File: src/rtl/button_conditioner.sv
// rtl/button_conditioner.sv - multi-channel push-button synchroniser, debouncer and press/hold pulse generator
//
// Each channel is independent. The raw input passes through a two-flop
// synchroniser and a counter-based debouncer, which drive a clean level and
// one-cycle press/release pulses. A hold FSM then generates a long-press pulse
// and periodic auto-repeat pulses while the button stays down.
//
// Ports:
//   clk        - single clock, rising edge
//   rst        - asynchronous active-high reset
//   pb_in      - raw asynchronous button inputs [N]
//   level      - debounced level [N]
//   press      - one-cycle pulse on level rise [N]
//   rel_pulse  - one-cycle pulse on level fall [N]
//   long_press - one-cycle pulse LONG_CYCLES after press [N]
//   repeat_p   - one-cycle pulse every REPEAT_CYCLES after long_press [N]
module button_conditioner #(
    parameter int N             = 4,
    parameter int DB_CYCLES     = 16,
    parameter int LONG_CYCLES   = 1000,
    parameter int REPEAT_CYCLES = 250
) (
    input  logic         clk,
    input  logic         rst,
    input  logic [N-1:0] pb_in,
    output logic [N-1:0] level,
    output logic [N-1:0] press,
    output logic [N-1:0] rel_pulse,
    output logic [N-1:0] long_press,
    output logic [N-1:0] repeat_p
);

    localparam int DB_W     = $clog2(DB_CYCLES + 1);
    localparam int HOLD_MAX = (LONG_CYCLES > REPEAT_CYCLES) ? LONG_CYCLES : REPEAT_CYCLES;
    localparam int HOLD_W   = $clog2(HOLD_MAX + 1);

    localparam logic [DB_W-1:0]   DB_LAST   = DB_W'(DB_CYCLES - 1);
    localparam logic [HOLD_W-1:0] LONG_LAST = HOLD_W'(LONG_CYCLES - 1);
    // With auto-repeat disabled RPT is never entered, so this value is unused.
    localparam logic [HOLD_W-1:0] RPT_LAST  =
        (REPEAT_CYCLES > 0) ? HOLD_W'(REPEAT_CYCLES - 1) : '0;

    typedef enum logic [1:0] {
        IDLE = 2'd0,
        HELD = 2'd1,
        RPT  = 2'd2
    } hold_state_t;

    for (genvar i = 0; i < N; i++) begin : g_ch
        logic              s1;
        logic              s2;
        logic              level_r;
        logic [DB_W-1:0]   db_cnt;
        logic              press_r;
        logic              rel_r;
        logic              long_r;
        logic              rep_r;
        hold_state_t       state;
        logic [HOLD_W-1:0] hold_cnt;
        // Set once long_press has fired with auto-repeat disabled: HELD then
        // sits with hold_cnt frozen so the long press fires only once per hold.
        logic              long_done;

        logic flip;
        logic rise;
        logic fall;

        // The level flips on this edge: synchronised input has disagreed for
        // DB_CYCLES consecutive samples.
        assign flip = (s2 != level_r) && (db_cnt == DB_LAST);
        assign rise = flip && s2;
        assign fall = flip && !s2;

        always_ff @(posedge clk or posedge rst) begin
            if (rst) begin
                s1        <= 1'b0;
                s2        <= 1'b0;
                level_r   <= 1'b0;
                db_cnt    <= '0;
                press_r   <= 1'b0;
                rel_r     <= 1'b0;
                long_r    <= 1'b0;
                rep_r     <= 1'b0;
                state     <= IDLE;
                hold_cnt  <= '0;
                long_done <= 1'b0;
            end else begin
                s1      <= pb_in[i];
                s2      <= s1;
                press_r <= rise;
                rel_r   <= fall;
                long_r  <= 1'b0;
                rep_r   <= 1'b0;

                if (s2 == level_r) begin
                    db_cnt <= '0;
                end else if (flip) begin
                    level_r <= s2;
                    db_cnt  <= '0;
                end else begin
                    db_cnt <= db_cnt + 1'b1;
                end

                // Release wins over any long/repeat firing on the same edge.
                if (fall) begin
                    state     <= IDLE;
                    hold_cnt  <= '0;
                    long_done <= 1'b0;
                end else begin
                    case (state)
                        IDLE: begin
                            if (rise) begin
                                state     <= HELD;
                                hold_cnt  <= '0;
                                long_done <= 1'b0;
                            end
                        end
                        HELD: begin
                            if (!long_done) begin
                                if (hold_cnt == LONG_LAST) begin
                                    long_r   <= 1'b1;
                                    hold_cnt <= '0;
                                    if (REPEAT_CYCLES > 0) begin
                                        state <= RPT;
                                    end else begin
                                        long_done <= 1'b1;
                                    end
                                end else begin
                                    hold_cnt <= hold_cnt + 1'b1;
                                end
                            end
                        end
                        RPT: begin
                            if (hold_cnt == RPT_LAST) begin
                                rep_r    <= 1'b1;
                                hold_cnt <= '0;
                            end else begin
                                hold_cnt <= hold_cnt + 1'b1;
                            end
                        end
                        default: begin
                            state    <= IDLE;
                            hold_cnt <= '0;
                        end
                    endcase
                end
            end
        end

        assign level[i]      = level_r;
        assign press[i]      = press_r;
        assign rel_pulse[i]  = rel_r;
        assign long_press[i] = long_r;
        assign repeat_p[i]   = rep_r;
    end

endmodule
File: config.mk
export PLATFORM = sky130hd
export DESIGN_NAME = button_conditioner
export DESIGN_NICKNAME = d
export VERILOG_FILES = /design/src/rtl/button_conditioner.sv
export SDC_FILE = /design/constraint.sdc
export NUM_CORES = 1
export LEC_CHECK = 0
export ABC_AREA = 1
export CAP_MARGIN = 25
export CELL_PAD_IN_SITES_DETAIL_PLACEMENT = 1
export CELL_PAD_IN_SITES_GLOBAL_PLACEMENT = 2
export CORE_MARGIN = 3
export CORE_UTILIZATION = 39
export DETAILED_ROUTE_END_ITERATION = 8
export GPL_TIMING_DRIVEN = 1
export PLACE_DENSITY_LB_ADDON = 0.1
export SYNTH_ARGS = -nofsm -noshare
export SYNTH_HDL_FRONTEND = slang
export SYNTH_SLANG_ARGS = --single-unit
File: constraint.sdc
create_clock -name clk -period 5.28 [get_ports clk]
set_input_delay 1.056 -clock clk [delete_from_list [all_inputs] [get_ports clk]]
set_output_delay 1.056 -clock clk [all_outputs]
set_load 0.02 [all_outputs]
Word-level counts from Yosys, hierarchy flattened
Cells that the tools add are included.
- logic and storage cells: 236
- bits in registers: 100
- $add $sub $neg: 8
- reduce and logical (&&, ||, !) cells: 40
- eq/ne operators: 44
- bitwise gates (word level): 4
- mux-type cells: 96
- operator list (kind ; number):
    10-bit 2-to-1 mux ; 20
    10-bit one-hot mux with 3 select lines ; 4
    10-bit by 1-bit adder with 10-bit output (second input constant) ; 4
    10-bit equality test (second input constant) ; 4
    10-bit by 8-bit equality test with 1-bit output (second input constant) ; 4
    1-bit 2-to-1 mux ; 40
    5-bit 2-to-1 mux ; 8
    3-bit inequality test (second input constant) ; 12
    2-bit 2-to-1 mux ; 16
    2-bit one-hot mux with 3 select lines ; 4
    2-bit AND reduction ; 12
    5-bit by 1-bit adder with 5-bit output (second input constant) ; 4
    5-bit by 4-bit equality test with 1-bit output (second input constant) ; 4
    4-bit AND reduction ; 4
    1-bit logical AND ; 12
    3-bit nonzero test ; 4
    2-bit by 1-bit equality test with 1-bit output (second input constant) ; 4
    2-bit equality test (second input constant) ; 4
    2-bit zero test ; 4
    2-bit inequality test (second input constant) ; 4
    1-bit one-hot mux with 2 select lines ; 4
    1-bit equality test ; 4
    1-bit zero test ; 4
    1-bit inequality test ; 4
    1-bit inverter ; 4

Depth between registers and ports, before layout
Gate-level depths: netlist (run 1).
- depth in word-level cells: 6
- gate-level depth with buffers: 11
- gate-level depth less buffers: 11

Worst setup path after synthesis (run 1)
OpenSTA, ideal clock, no wires.
- path type: reg2out
- start: register g_ch[0].level_r
- end: output port level[0]
- stages on the path, launching flop included: 2
- path slack: 3652 ps
- buffers on the path: 1
- required time: 4224 ps
- data arrival time: 572 ps
- path through: dfrtp_1 -> buf_4
- RTL lines (what ; RTL line ; RTL):
    start: declaration ; 52 ; logic level_r;
    start signal: assignment ; 78 ; level_r <= 1'b0;
    start signal: assignment ; 98 ; level_r <= s2;
    end: declaration ; 26 ; output logic [N-1:0] level,
No word-level cell between the ends.

Final worst setup path (run 1)
- start: register g_ch[2].level_r
- end: output port level[2]
- RTL lines (what ; RTL line):
    start: declaration ; 52
    start signal: assignment ; 78
    start signal: assignment ; 98
No word-level cell between the ends.

==> impl_summary.log, run 1 <==
[metrics] Critical R2R Capture: g_ch[0].state[1]
[metrics] Adder-Cell Fraction of Synth Area: 0.0672
[metrics] fraction of post-synthesis cell area in the top cell type by area: 0.461
[metrics] CTS tree: done
[metrics] number of search-and-repair iterations in the first detailed-routing pass: 4
[metrics] clock buffer count from CTS: 9
[metrics] via count of the first global-routing pass: 4356
[metrics] Clock Latency Late Sink: 0.34 ns
[metrics] die area: 14800 um^2
[metrics] GP Congestion: 0.784
[metrics] Net Count, Synth: 706
[metrics] Core Region: 12800 um^2
[metrics] clock skew: 0.00644 ns
[metrics] count of port buffers added during placement: 25
[metrics] compound-gate portion of the synthesized area: 0.0264
[metrics] critical path launch point: g_ch[2].level_r
[metrics] Pleak: 0.00286 uW
[metrics] WHS Endpoint: g_ch[2].s2
[metrics] max-capacitance violation count: 0
[metrics] number of vias in the routed layout: 4072
[metrics] proportion of synthesized chip area in sequential cells: 0.461
[metrics] number of inserted diodes: 0
[metrics] number of antenna violations at the first check in global routing: 0
[metrics] slew of the pin with the lowest slew margin: 0.880 ns
[metrics] largest net degree at the start of global routing: 72
[metrics] nature of the critical path startpoint: flop
[metrics] layout overhead on the synthesized area: 10.4%
[metrics] top cell family by delay on the critical path: buffers and inverters
[metrics] setup TNS: 0 ns
[metrics] DP Wirelength: 7.96 mm
[metrics] total number of yosys warnings: 0
[metrics] # nets final: 717
[metrics] type of the tightest min-delay check: flop to flop
[metrics] mapped cell area: 5210 um^2
[metrics] highest attainable clock frequency: 404 MHz
[metrics] worst-case vdd ir drop: 148 uV
[metrics] top register by number of flip-flops: g_ch.hold_cnt
[metrics] GRT overflow: 0
[metrics] clock transition at the registers of the reported paths: 0.06 ns
[metrics] core utilization of the finished layout: 0.449
[metrics] number of hold buffers added after CTS: 0
[metrics] count of nets left with antenna violations after detail routing: 0
[metrics] unrepaired setup endpoints after global routing: false
[metrics] number of top-level pins: 26
[metrics] slew margin rel.: 0.413
[metrics] fraction of synthesized area in multiplexers: 0
[metrics] post-synthesis xor/xnor area fraction: 0.0202
[metrics] most area-consuming cells after synthesis: sky130_fd_sc_hd__dfrtp_1, sky130_fd_sc_hd__nand2_1, sky130_fd_sc_hd__inv_1
[metrics] Cell Rows: 41
[metrics] number of setup violations in the final report: 0
[metrics] register bit count reported by yosys: 96
[metrics] number of levels the H-tree was split into: 3
[metrics] startpoint of the most critical hold path: g_ch[2].s1
[metrics] final number of max-transition violations: 0
[metrics] ordered cell list for the critical path: clkdlybuf4s50_1
[metrics] maximum buffer depth of the clock tree: 2
[metrics] worst path buffer plus inverter count: 1
[metrics] minimum setup slack among reg-to-reg paths: 3.43 ns
[metrics] Required @ worst endpoint: 4.22 ns
[metrics] outcome: completed
[metrics] Die Span Y: 122 um
[metrics] endpoint class of the critical path: primary output
[metrics] areal power density over the cells: 276 nW/um^2
[metrics] number of flip-flops in the largest register: 40
[metrics] clock period minus worst slack: 2.48 ns
[metrics] final worst-path cycle share: 0.469
[metrics] area share of and/or/nand/nor cells after synthesis: 0.306
[metrics] final-report hold violation count: 0
[metrics] total routed wirelength: 10.6 mm
[metrics] master of the slowest instance on the critical path: sky130_fd_sc_hd__clkdlybuf4s50_1
[metrics] crit-path max cell delay: 0.64 ns
[metrics] first-pass GRT wire length: 19.4 mm
[metrics] Initial Utilization: 0.407
[metrics] post-route design area: 5750 um^2
[metrics] share of layout cells above drive strength 1: 0.0365
[metrics] worst hold stages: 0
[metrics] arrival time worst endpoint: 1.42 ns
[metrics] Chip Width: 122 um
[metrics] cells after synthesis: 672
[metrics] distinct cell type count after synthesis: 27
[metrics] peak fanout along the critical path: 5
[metrics] count of cells resized by post-cts repair: 0
[metrics] worst-case reg-to-reg path depth: 8
[metrics] cell chosen for the clock root: sky130_fd_sc_hd__clkbuf_16
[metrics] routed via count divided by cell count: 4.75
[metrics] largest registers: g_ch.hold_cnt (40), g_ch.db_cnt (20), g_ch.state (8)
[metrics] combined global-route utilization of all metal layers: 0.161
[metrics] Mean Syn Cell Area: 7.76 um^2
[metrics] cell type with the highest aggregate area in the netlist: sky130_fd_sc_hd__dfrtp_1
[metrics] dominant combinational cell family by area after synthesis: simple AND/OR/NAND/NOR gates
[metrics] crit path kind: flop to primary output
[metrics] clk sinks: 96
[metrics] count of routing violations after the opening detailed-route iteration: 127
[metrics] Setup Buffers After CTS: 0
[metrics] number of remaining DRC errors: 0
[metrics] critical register-to-register path startpoint: g_ch[0].db_cnt[0]
[metrics] WL per Instance: 12.3 um
[metrics] cell area after placement: 5480 um^2
final cells by class:
class                      instances  area [um^2]
inverter                         109          412
fill                            1595         7070
clock inverter                     1         30.0
sequential                        96         2400
clock buffer                      12          246
tap                              172          215
timing repair buffer              26          258
multi-input combinational        441         2190
cell usage in the layout, fill, tap and decap left out, drive strengths merged:
cell           netlist  final
nand3               59     59
nand2              187    187
nor3b                2      2
clkbuf               0     12
o21ai               18     18
nor2                91     91
xor2                 9      9
nand3b               2      2
dfrtp               96     96
bufinv               0      1
o22ai                2      2
nor4                 2      2
buf                 26      1
nor3                16     16
a21oi                7      7
xnor2                3      3
clkinv               1      1
clkdlybuf4s50        0     25
nand4               15     15
ha                  28     28
inv                108    108
cell families (layout without fill, tap and decap cells):
| logic type | count (synthesis) | after routing |
|---|---|---|
| flops | 96 | 96 |
| compound gates | 27 | 27 |
| buf+inv | 135 | 148 |
| fa+ha+maj | 28 | 28 |
| simple gates | 374 | 374 |
| xor+xnor | 12 | 12 |
power by group:
| group | internal, uW | total (uW) | switching (uW) |
|---|---|---|---|
| sequential | 757 | 776 | 18.7 |
| combinational | 54.6 | 185 | 131 |
| clock | 372 | 629 | 257 |
layer usage:
metal,global-route usage,share of wire
met5,0,0
met1,0.206,0.48
met2,0.270,0.49
met3,0.0269,0.020
met4,0.0651,0.019
stage by stage:
step | setup slack, ns | power [uW] | hold WS [ns] | cells
floorplan | 1.72 | 937 | 0.331 | 672
global placement | 2.70 | 973 | 0.332 | 844
detailed placement | 2.67 | 980 | 0.338 | 844
CTS | 2.78 | 1630 | 0.353 | 857
global route | 2.74 | 1690 | 0.357 | 857
finish | 2.80 | 1590 | 0.351 | 857
worst max path at each step:
stage,depth (start not counted),endpoint
detailed placement,3,g_ch[2].rel_r
finish,1,level[2]
global placement,3,g_ch[2].long_r
global route,1,level[0]
CTS,1,level[2]
floorplan,1,g_ch[0].db_cnt[0]
synthesized netlist by cell type (all sizes together):
master	instances
a21oi	7
buf	26
clkinv	1
dfrtp	96
ha	28
inv	108
nand2	187
nand3	59
nand3b	2
nand4	15
nor2	91
nor3	16
nor3b	2
nor4	2
o21ai	18
o22ai	2
xnor2	3
xor2	9
(Power assumes the default switching activity.)
==> run 2, diff against run 1 <==
--- a/config.mk
+++ b/config.mk
@@ -10,7 +10,7 @@
 export CELL_PAD_IN_SITES_DETAIL_PLACEMENT = 1
 export CELL_PAD_IN_SITES_GLOBAL_PLACEMENT = 2
 export CORE_MARGIN = 3
-export CORE_UTILIZATION = 39
+export CORE_UTILIZATION = 36
 export DETAILED_ROUTE_END_ITERATION = 8
 export GPL_TIMING_DRIVEN = 1
 export PLACE_DENSITY_LB_ADDON = 0.1
==> constraint.sdc (replaced) <==
create_clock -name clk -period 2.5 [get_ports clk]
set_input_delay 0.5 -clock clk [delete_from_list [all_inputs] [get_ports clk]]
set_output_delay 0.5 -clock clk [all_outputs]
set_load 0.02 [all_outputs]
==> run 2 against run 1 <==
Final area is 1.6% higher. Power is 130% higher. Cell count is 1.4% higher. Die area is 7.9% higher. Sequential power is 110% higher. Flip-flop and latch count stayed put. Sequential share of layout area is 0.65 points lower. Setup slack worse by 2.2 ns. Clock-buffer cell count is 2 lower. Largest cell class unchanged.
==> impl_summary.log, run 2 (synthesis results as in run 1) <==
[metrics] slew of the pin with the lowest slew margin: 0.459 ns (was 0.880 ns)
[metrics] share of layout cells above drive strength 1: 0.0435 (was 0.0365)
[metrics] die area: 16000 um^2 (was 14800 um^2)
[metrics] clock transition at the registers of the reported paths: 0.07 ns (was 0.06 ns)
[metrics] critical path launch point: g_ch[2].level_r (unchanged)
[metrics] count of routing violations after the opening detailed-route iteration: 136 (was 127)
[metrics] Reg power frac: 0.456 (was 0.488)
[metrics] number of setup violations in the final report: 0 (unchanged)
[metrics] clock skew: 0.00799 ns (was 0.00644 ns)
[metrics] endpoint class of the critical path: primary output (unchanged)
[metrics] WL per Instance: 12.8 um (was 12.3 um)
[metrics] Initial Utilization: 0.371 (was 0.407)
[metrics] critical register-to-register path startpoint: g_ch[0].db_cnt[0] (unchanged)
[metrics] first-pass GRT wire length: 20.4 mm (was 19.4 mm)
[metrics] max-capacitance violation count: 0 (unchanged)
[metrics] smallest setup slack after layout: 0.566 ns (was 2.80 ns)
[metrics] CTS tree: done (unchanged)
[metrics] number of levels the H-tree was split into: 3 (unchanged)
[metrics] unrepaired setup endpoints after global routing: false (unchanged)
[metrics] total routed wirelength: 11.1 mm (was 10.6 mm)
[metrics] via count of the first global-routing pass: 4405 (was 4356)
[metrics] peak fanout along the critical path: 5 (unchanged)
[metrics] worst hold stages: 0 (unchanged)
[metrics] master of the slowest instance on the critical path: sky130_fd_sc_hd__clkdlybuf4s50_1 (unchanged)
[metrics] Core Region: 14000 um^2 (was 12800 um^2)
[metrics] type of the tightest min-delay check: flop to flop (unchanged)
[metrics] internal cell power: 2690 uW (was 1180 uW)
[metrics] clk sinks: 96 (unchanged)
[metrics] crit path kind: flop to primary output (unchanged)
[metrics] leading cell type in the layout, fill and taps excluded: sky130_fd_sc_hd__nand2_1 (unchanged)
[metrics] overall power: 3600 uW (was 1590 uW)
[metrics] highest attainable clock frequency: 517 MHz
[metrics] number of antenna violations at the first check in global routing: 0 (unchanged)
[metrics] top cell family by delay on the critical path: buffers and inverters (unchanged)
[metrics] largest net degree at the start of global routing: 74 (was 72)
[metrics] number of search-and-repair iterations in the first detailed-routing pass: 4 (unchanged)
[metrics] combined global-route utilization of all metal layers: 0.152 (was 0.161)
[metrics] number of flip-flops in the largest register: 40 (unchanged)
[metrics] worst-case vdd ir drop: 316 uV (was 148 uV)
[metrics] crit-path max cell delay: 0.64 ns (about the same)
[metrics] final standard cell count with taps included and fillers excluded: 869 (was 857)
[metrics] Cell Rows: 43 (was 41)
[metrics] outcome: completed (unchanged)
[metrics] nature of the critical path startpoint: flop (unchanged)
[metrics] worst-case reg-to-reg path depth: 8 (unchanged)
[metrics] final number of max-transition violations: 0 (unchanged)
[metrics] top register by number of flip-flops: g_ch.hold_cnt (unchanged)
[metrics] startpoint of the most critical hold path: g_ch[3].s1 (was g_ch[2].s1)
[metrics] final-report hold violation count: 0 (unchanged)
[metrics] number of inserted diodes: 0 (unchanged)
[metrics] Required @ worst endpoint: 2.00 ns (was 4.22 ns)
[metrics] count of cells resized by post-cts repair: 0 (unchanged)
[metrics] number of vias in the routed layout: 4120 (was 4072)
[metrics] logic depth of the worst path, buffers included: 1 (unchanged)
[metrics] Pleak: 0.00289 uW (was 0.00286 uW)
[metrics] setup TNS: 0 ns (unchanged)
[metrics] Setup Buffers After CTS: 0 (unchanged)
[metrics] Clock Latency Late Sink: 0.34 ns (about the same)
[metrics] clock buffer count from CTS: 9 (unchanged)
[metrics] count of fill cells added during filler insertion: 1717 (was 1595)
[metrics] routed via count divided by cell count: 4.74 (was 4.75)
[metrics] placed instance count: 853 (was 844)
[metrics] cell chosen for the clock root: sky130_fd_sc_hd__clkbuf_16 (unchanged)
[metrics] net load switching power: 904 uW (was 406 uW)
[metrics] number of hold buffers added after CTS: 0 (unchanged)
[metrics] worst hold slack: 0.354 ns (was 0.351 ns)
[metrics] combinational group share of total power: 0.109 (was 0.116)
[metrics] switching part of the total power: 0.251 (was 0.255)
[metrics] slew margin rel.: 0.692 (was 0.413)
[metrics] Chip Width: 126 um (was 122 um)
[metrics] number of top-level pins: 26 (unchanged)
[metrics] count of port buffers added during placement: 25 (unchanged)
[metrics] clock share of power: 0.435 (was 0.396)
[metrics] worst path buffer plus inverter count: 1 (unchanged)
[metrics] clock period minus worst slack: 1.93 ns
[metrics] Die Span Y: 126 um (was 122 um)
[metrics] setup slack after placement: 0.614 ns (was 2.67 ns)
[metrics] most frequent cells in the layout: sky130_fd_sc_hd__nand2_1, sky130_fd_sc_hd__inv_1, sky130_fd_sc_hd__dfrtp_1, sky130_fd_sc_hd__nor2_1, sky130_fd_sc_hd__nand3_1 (unchanged)
[metrics] count of nets left with antenna violations after detail routing: 0 (unchanged)
[metrics] GRT overflow: 0 (unchanged)
[metrics] layout overhead on the synthesized area: 12.1% (was 10.4%)
[metrics] # nets final: 718 (was 717)
[metrics] arrival time worst endpoint: 1.43 ns (was 1.42 ns)
[metrics] GP Congestion: 0.777 (was 0.784)
[metrics] final worst-path cycle share: 0.774
[metrics] number of remaining DRC errors: 0 (unchanged)
[metrics] ordered cell list for the critical path: clkdlybuf4s50_1 (unchanged)
[metrics] maximum buffer depth of the clock tree: 2 (unchanged)
[metrics] largest registers: g_ch.hold_cnt (40), g_ch.db_cnt (20), g_ch.state (8) (unchanged)
[metrics] DP Wirelength: 8.32 mm (was 7.96 mm)
[metrics] areal power density over the cells: 615 nW/um^2 (was 276 nW/um^2)
-- run 2: cell types whose count changed in the layout (fill, tap and decap cells not counted) --
| cell | change |
|---|---|
| sky130_fd_sc_hd__clkinvlp_4 | +2 |
| sky130_fd_sc_hd__bufinv_16 | +2 |
| sky130_fd_sc_hd__buf_12 | +1 |
| sky130_fd_sc_hd__inv_4 | -1 |
| sky130_fd_sc_hd__clkbuf_8 | -1 |
| sky130_fd_sc_hd__clkbuf_1 | -1 |
| sky130_fd_sc_hd__clkinv_2 | +2 |
-- run 2: cell type report --
type | count | area (um^2) | share of cell area
Inverter | 109 | 413 | 0.0706
Timing Repair Buffer | 27 | 278 | 0.0475
Multi-Input combinational cell | 441 | 2190 | 0.375
Clock buffer | 10 | 229 | 0.0392
Tap cell | 180 | 225 | 0.0385
Clock inverter | 6 | 108 | 0.0184
Sequential cell | 96 | 2400 | 0.411
-- run 2: final timing paths --
| kind | endpoint | slack [ns] |
|---|---|---|
| min in group asynchronous | g_ch[1].hold_cnt[5] | 0.48 |
| max in group asynchronous | g_ch[3].long_r | 1.35 |
| hold / removal | g_ch[3].s2 | 0.35 |
| setup / recovery | level[2] | 0.57 |
| hold reg to reg | g_ch[3].s2 | 0.35 |
| setup reg to reg | g_ch[0].state[1] | 0.65 |
-- run 2: routing by layer --
metal / up-vias / wire length (um) / global-route usage
met5: - / 0 / 0
met4: 0 / 167 / 0.0530
met3: 10 / 185 / 0.0244
met2: 24 / 5460 / 0.259
met1: 2008 / 5280 / 0.197
li1: 2078 / - / -
-- run 2: power by group through the flow --
stage / clock [uW] / sequential [uW] / combinational (uW)
after floorplan: 0 / 1660 / 323
after global placement: 0 / 1660 / 394
after detailed placement: 0 / 1670 / 408
after CTS: 1630 / 1640 / 410
after global routing: 1690 / 1650 / 466
final: 1560 / 1640 / 393
-- run 2: metrics by stage --
step,cell area (um^2),util
final,5850,0.416
after global routing,5850,0.416
after CTS,5850,0.416
after detailed placement,5510,0.392
after global placement,5510,0.392
after floorplan,5220,-
-- run 2: worst reg2reg max path: cells and delay by family (launching register included) --
family,cells,cell delay [ns]
flops,1,0.38
fa+ha+maj,1,0.20
compound gates,1,0.07
simple gates,6,1.10
==> run 3, diff against run 2 <==
==> constraint.sdc (replaced) <==
create_clock -name clk -period 1.8 [get_ports clk]
set_input_delay 0.36 -clock clk [delete_from_list [all_inputs] [get_ports clk]]
set_output_delay 0.36 -clock clk [all_outputs]
set_load 0.02 [all_outputs]
==> run 3 against run 2 <==
Via count grew 1.4%. Clock skew decreased by 0.00096 ns. Non-clock buffer count grew 22. Hold slack got worse by 0.0034 ns. Final area is 3.5% higher. Cell count increased by 2.5%. Register-to-register slack worse by 0.48 ns. Die area did not move. First-iteration DRC count is 7.4% higher. Sequential share of layout area shrank 1.4 points. Clock-buffer cell count fell by 1.
==> impl_summary.log, run 3 (synthesis results as in run 1) <==
[metrics] WHS Endpoint: g_ch[0].s2 (was g_ch[3].s2)
[metrics] Die Span Y: 126 um (unchanged)
[metrics] clock buffer count from CTS: 9 (unchanged)
[metrics] worst-case vdd ir drop: 590 uV (was 316 uV)
[metrics] maximum buffer depth of the clock tree: 2 (unchanged)
[metrics] master of the slowest instance on the critical path: sky130_fd_sc_hd__clkdlybuf4s50_1 (unchanged)
[metrics] worst path buffer plus inverter count: 1 (unchanged)
[metrics] GP Congestion: 0.807 (was 0.777)
[metrics] DP Wirelength: 8.72 mm (was 8.32 mm)
[metrics] first-pass GRT wire length: 20.8 mm (was 20.4 mm)
[metrics] cell chosen for the clock root: sky130_fd_sc_hd__clkbuf_16 (unchanged)
[metrics] Cell Rows: 43 (unchanged)
[metrics] Critical R2R Capture: g_ch[0].hold_cnt[6] (was g_ch[0].state[1])
[metrics] number of inserted diodes: 0 (unchanged)
[metrics] count of routing violations after the opening detailed-route iteration: 146 (was 136)
[metrics] number of top-level pins: 26 (unchanged)
[metrics] crit-path max cell delay: 0.62 ns (was 0.64 ns)
[metrics] largest registers: g_ch.hold_cnt (40), g_ch.db_cnt (20), g_ch.state (8) (unchanged)
[metrics] nature of the critical path startpoint: flop (unchanged)
[metrics] # nets final: 740 (was 718)
[metrics] number of setup violations in the final report: 0 (unchanged)
[metrics] peak fanout along the critical path: 4 (was 5)
[metrics] via count of the first global-routing pass: 4515 (was 4405)
[metrics] post-route design area: 6050 um^2 (was 5850 um^2)
[metrics] leading cell type in the layout, fill and taps excluded: sky130_fd_sc_hd__nand2_1 (unchanged)
[metrics] Pleak: 0.00301 uW (was 0.00289 uW)
[metrics] overall power: 4810 uW (was 3600 uW)
[metrics] worst hold stages: 0 (unchanged)
[metrics] worst-case reg-to-reg path depth: 10 (was 8)
[metrics] total routed wirelength: 11.5 mm (was 11.1 mm)
[metrics] slew of the pin with the lowest slew margin: 0.449 ns (was 0.459 ns)
[metrics] number of antenna violations at the first check in global routing: 0 (unchanged)
[metrics] critical register-to-register path startpoint: g_ch[0].db_cnt[0] (unchanged)
[metrics] share of layout cells above drive strength 1: 0.0900 (was 0.0435)
[metrics] count of nets left with antenna violations after detail routing: 0 (unchanged)
[metrics] final standard cell count with taps included and fillers excluded: 891 (was 869)
[metrics] placed instance count: 870 (was 853)
[metrics] number of levels the H-tree was split into: 3 (unchanged)
[metrics] cell area after placement: 5670 um^2 (was 5510 um^2)
[metrics] slew margin rel.: 0.700 (was 0.692)
[metrics] number of hold buffers added after CTS: 0 (unchanged)
[metrics] final-report hold violation count: 0 (unchanged)
[metrics] minimum setup slack among reg-to-reg paths: 0.17 ns (was 0.65 ns)
[metrics] areal power density over the cells: 795 nW/um^2 (was 615 nW/um^2)
[metrics] clk sinks: 96 (unchanged)
[metrics] GRT overflow: 0 (unchanged)
[metrics] number of flip-flops in the largest register: 40 (unchanged)
[metrics] startpoint of the most critical hold path: g_ch[0].s1 (was g_ch[3].s1)
[metrics] CTS tree: done (unchanged)
[metrics] most frequent cells in the layout: sky130_fd_sc_hd__nand2_1, sky130_fd_sc_hd__inv_1, sky130_fd_sc_hd__dfrtp_1, sky130_fd_sc_hd__nor2_1, sky130_fd_sc_hd__nand3_1 (unchanged)
[metrics] combined global-route utilization of all metal layers: 0.158 (was 0.152)
[metrics] number of vias in the routed layout: 4177 (was 4120)
[metrics] clock skew: 0.00703 ns (was 0.00799 ns)
[metrics] endpoint class of the critical path: primary output (unchanged)
[metrics] Clock Latency Late Sink: 0.35 ns (was 0.34 ns)
[metrics] highest attainable clock frequency: 581 MHz
[metrics] arrival time worst endpoint: 1.36 ns (was 1.43 ns)
[metrics] clock period minus worst slack: 1.72 ns
[metrics] top register by number of flip-flops: g_ch.hold_cnt (unchanged)
[metrics] final worst-path cycle share: 0.957
[metrics] logic depth of the worst path, buffers included: 1 (unchanged)
[metrics] critical path launch point: g_ch[3].level_r (was g_ch[2].level_r)
[metrics] top cell family by delay on the critical path: buffers and inverters (unchanged)
[metrics] die area: 16000 um^2 (unchanged)
[metrics] Chip Width: 126 um (unchanged)
[metrics] ordered cell list for the critical path: clkdlybuf4s50_1 (unchanged)
[metrics] type of the tightest min-delay check: flop to flop (unchanged)
[metrics] Required @ worst endpoint: 1.44 ns (was 2.00 ns)
[metrics] layout overhead on the synthesized area: 16.1% (was 12.1%)
[metrics] routed via count divided by cell count: 4.69 (was 4.74)
[metrics] clock transition at the registers of the reported paths: 0.07 ns (about the same)
[metrics] number of search-and-repair iterations in the first detailed-routing pass: 4 (unchanged)
[metrics] largest net degree at the start of global routing: 35 (was 74)
[metrics] outcome: completed (unchanged)
[metrics] count of fill cells added during filler insertion: 1757 (was 1717)
[metrics] WL per Instance: 12.9 um (was 12.8 um)
[metrics] count of port buffers added during placement: 25 (unchanged)
[metrics] crit path kind: flop to primary output (unchanged)
[metrics] Core Region: 14000 um^2 (unchanged)
[metrics] number of remaining DRC errors: 0 (unchanged)
[metrics] final number of max-transition violations: 0 (unchanged)
[metrics] max-capacitance violation count: 0 (unchanged)
[metrics] Initial Utilization: 0.371 (unchanged)
## run 3: changes by cell type in the layout (fill, tap and decap cells not counted), moves of 2 or more
cell / delta
sky130_fd_sc_hd__bufinv_16: -2
sky130_fd_sc_hd__inv_2: +3
sky130_fd_sc_hd__clkdlybuf4s50_1: -3
sky130_fd_sc_hd__nor2_2: +4
sky130_fd_sc_hd__buf_4: +19
sky130_fd_sc_hd__nor2_1: -4
sky130_fd_sc_hd__nor3_1: -3
sky130_fd_sc_hd__buf_12: +3
sky130_fd_sc_hd__inv_1: -2
sky130_fd_sc_hd__nor3_2: +3
sky130_fd_sc_hd__clkinv_4: +2
sky130_fd_sc_hd__dlygate4sd2_1: +3
## run 3: how the worst max path moves through the flow
stage / end / slack, ns
final: level[3] / 0.08
after CTS: g_ch[0].hold_cnt[6] / 0.03
after global routing: g_ch[0].hold_cnt[7] / -0.05
after detailed placement: g_ch[0].hold_cnt[6] / 0.02
after floorplan: g_ch[0].db_cnt[0] / 0.31
after global placement: g_ch[0].hold_cnt[5] / 0.07
## run 3: power by group
group / leakage (uW) / total [uW] / internal (uW) / switching (uW)
combinational: 0.00156 / 601 / 194 / 407
clock: 0.000141 / 1930 / 1080 / 857
sequential: 0.00131 / 2270 / 2220 / 54.2
## run 3: area by class of cell
type                    count  area (um^2)  area share
clock buffers               9          225      0.0372
clock inverters             7         72.6      0.0120
inverters                 109          413      0.0682
multi-input cells         441         2240       0.370
flip-flops and latches     96         2400       0.397
well taps                 180          225      0.0372
repair buffers             49          477      0.0788
## run 3: repair_timing
action	4_1_cts	5_1_grt
endpoints found under the setup margin	4	33
gates resized for setup	4	14
pin swaps	0	2
buffers inserted	0	5
## run 3: stage by stage
stage / TNS, ns / hold slack [ns] / utilization / worst slack (ns)
after CTS: 0 / 0.353 / 0.425 / 0.0259
after global placement: 0 / 0.332 / 0.404 / 0.0746
after detailed placement: 0 / 0.336 / 0.404 / 0.0200
final: 0 / 0.351 / 0.431 / 0.0777
after global routing: -0.288 / 0.356 / 0.431 / -0.0488
after floorplan: 0 / 0.331 / - / 0.306
## run 3: layer usage
| layer | global-route usage | up-vias | share of wire |
|---|---|---|---|
| met2 | 0.276 | 29 | 0.50 |
| li1 | - | 2123 | - |
| met1 | 0.191 | 2014 | 0.46 |
| met3 | 0.0446 | 11 | 0.027 |
| met4 | 0.0416 | 0 | 0.012 |
| met5 | 0 | - | 0 |
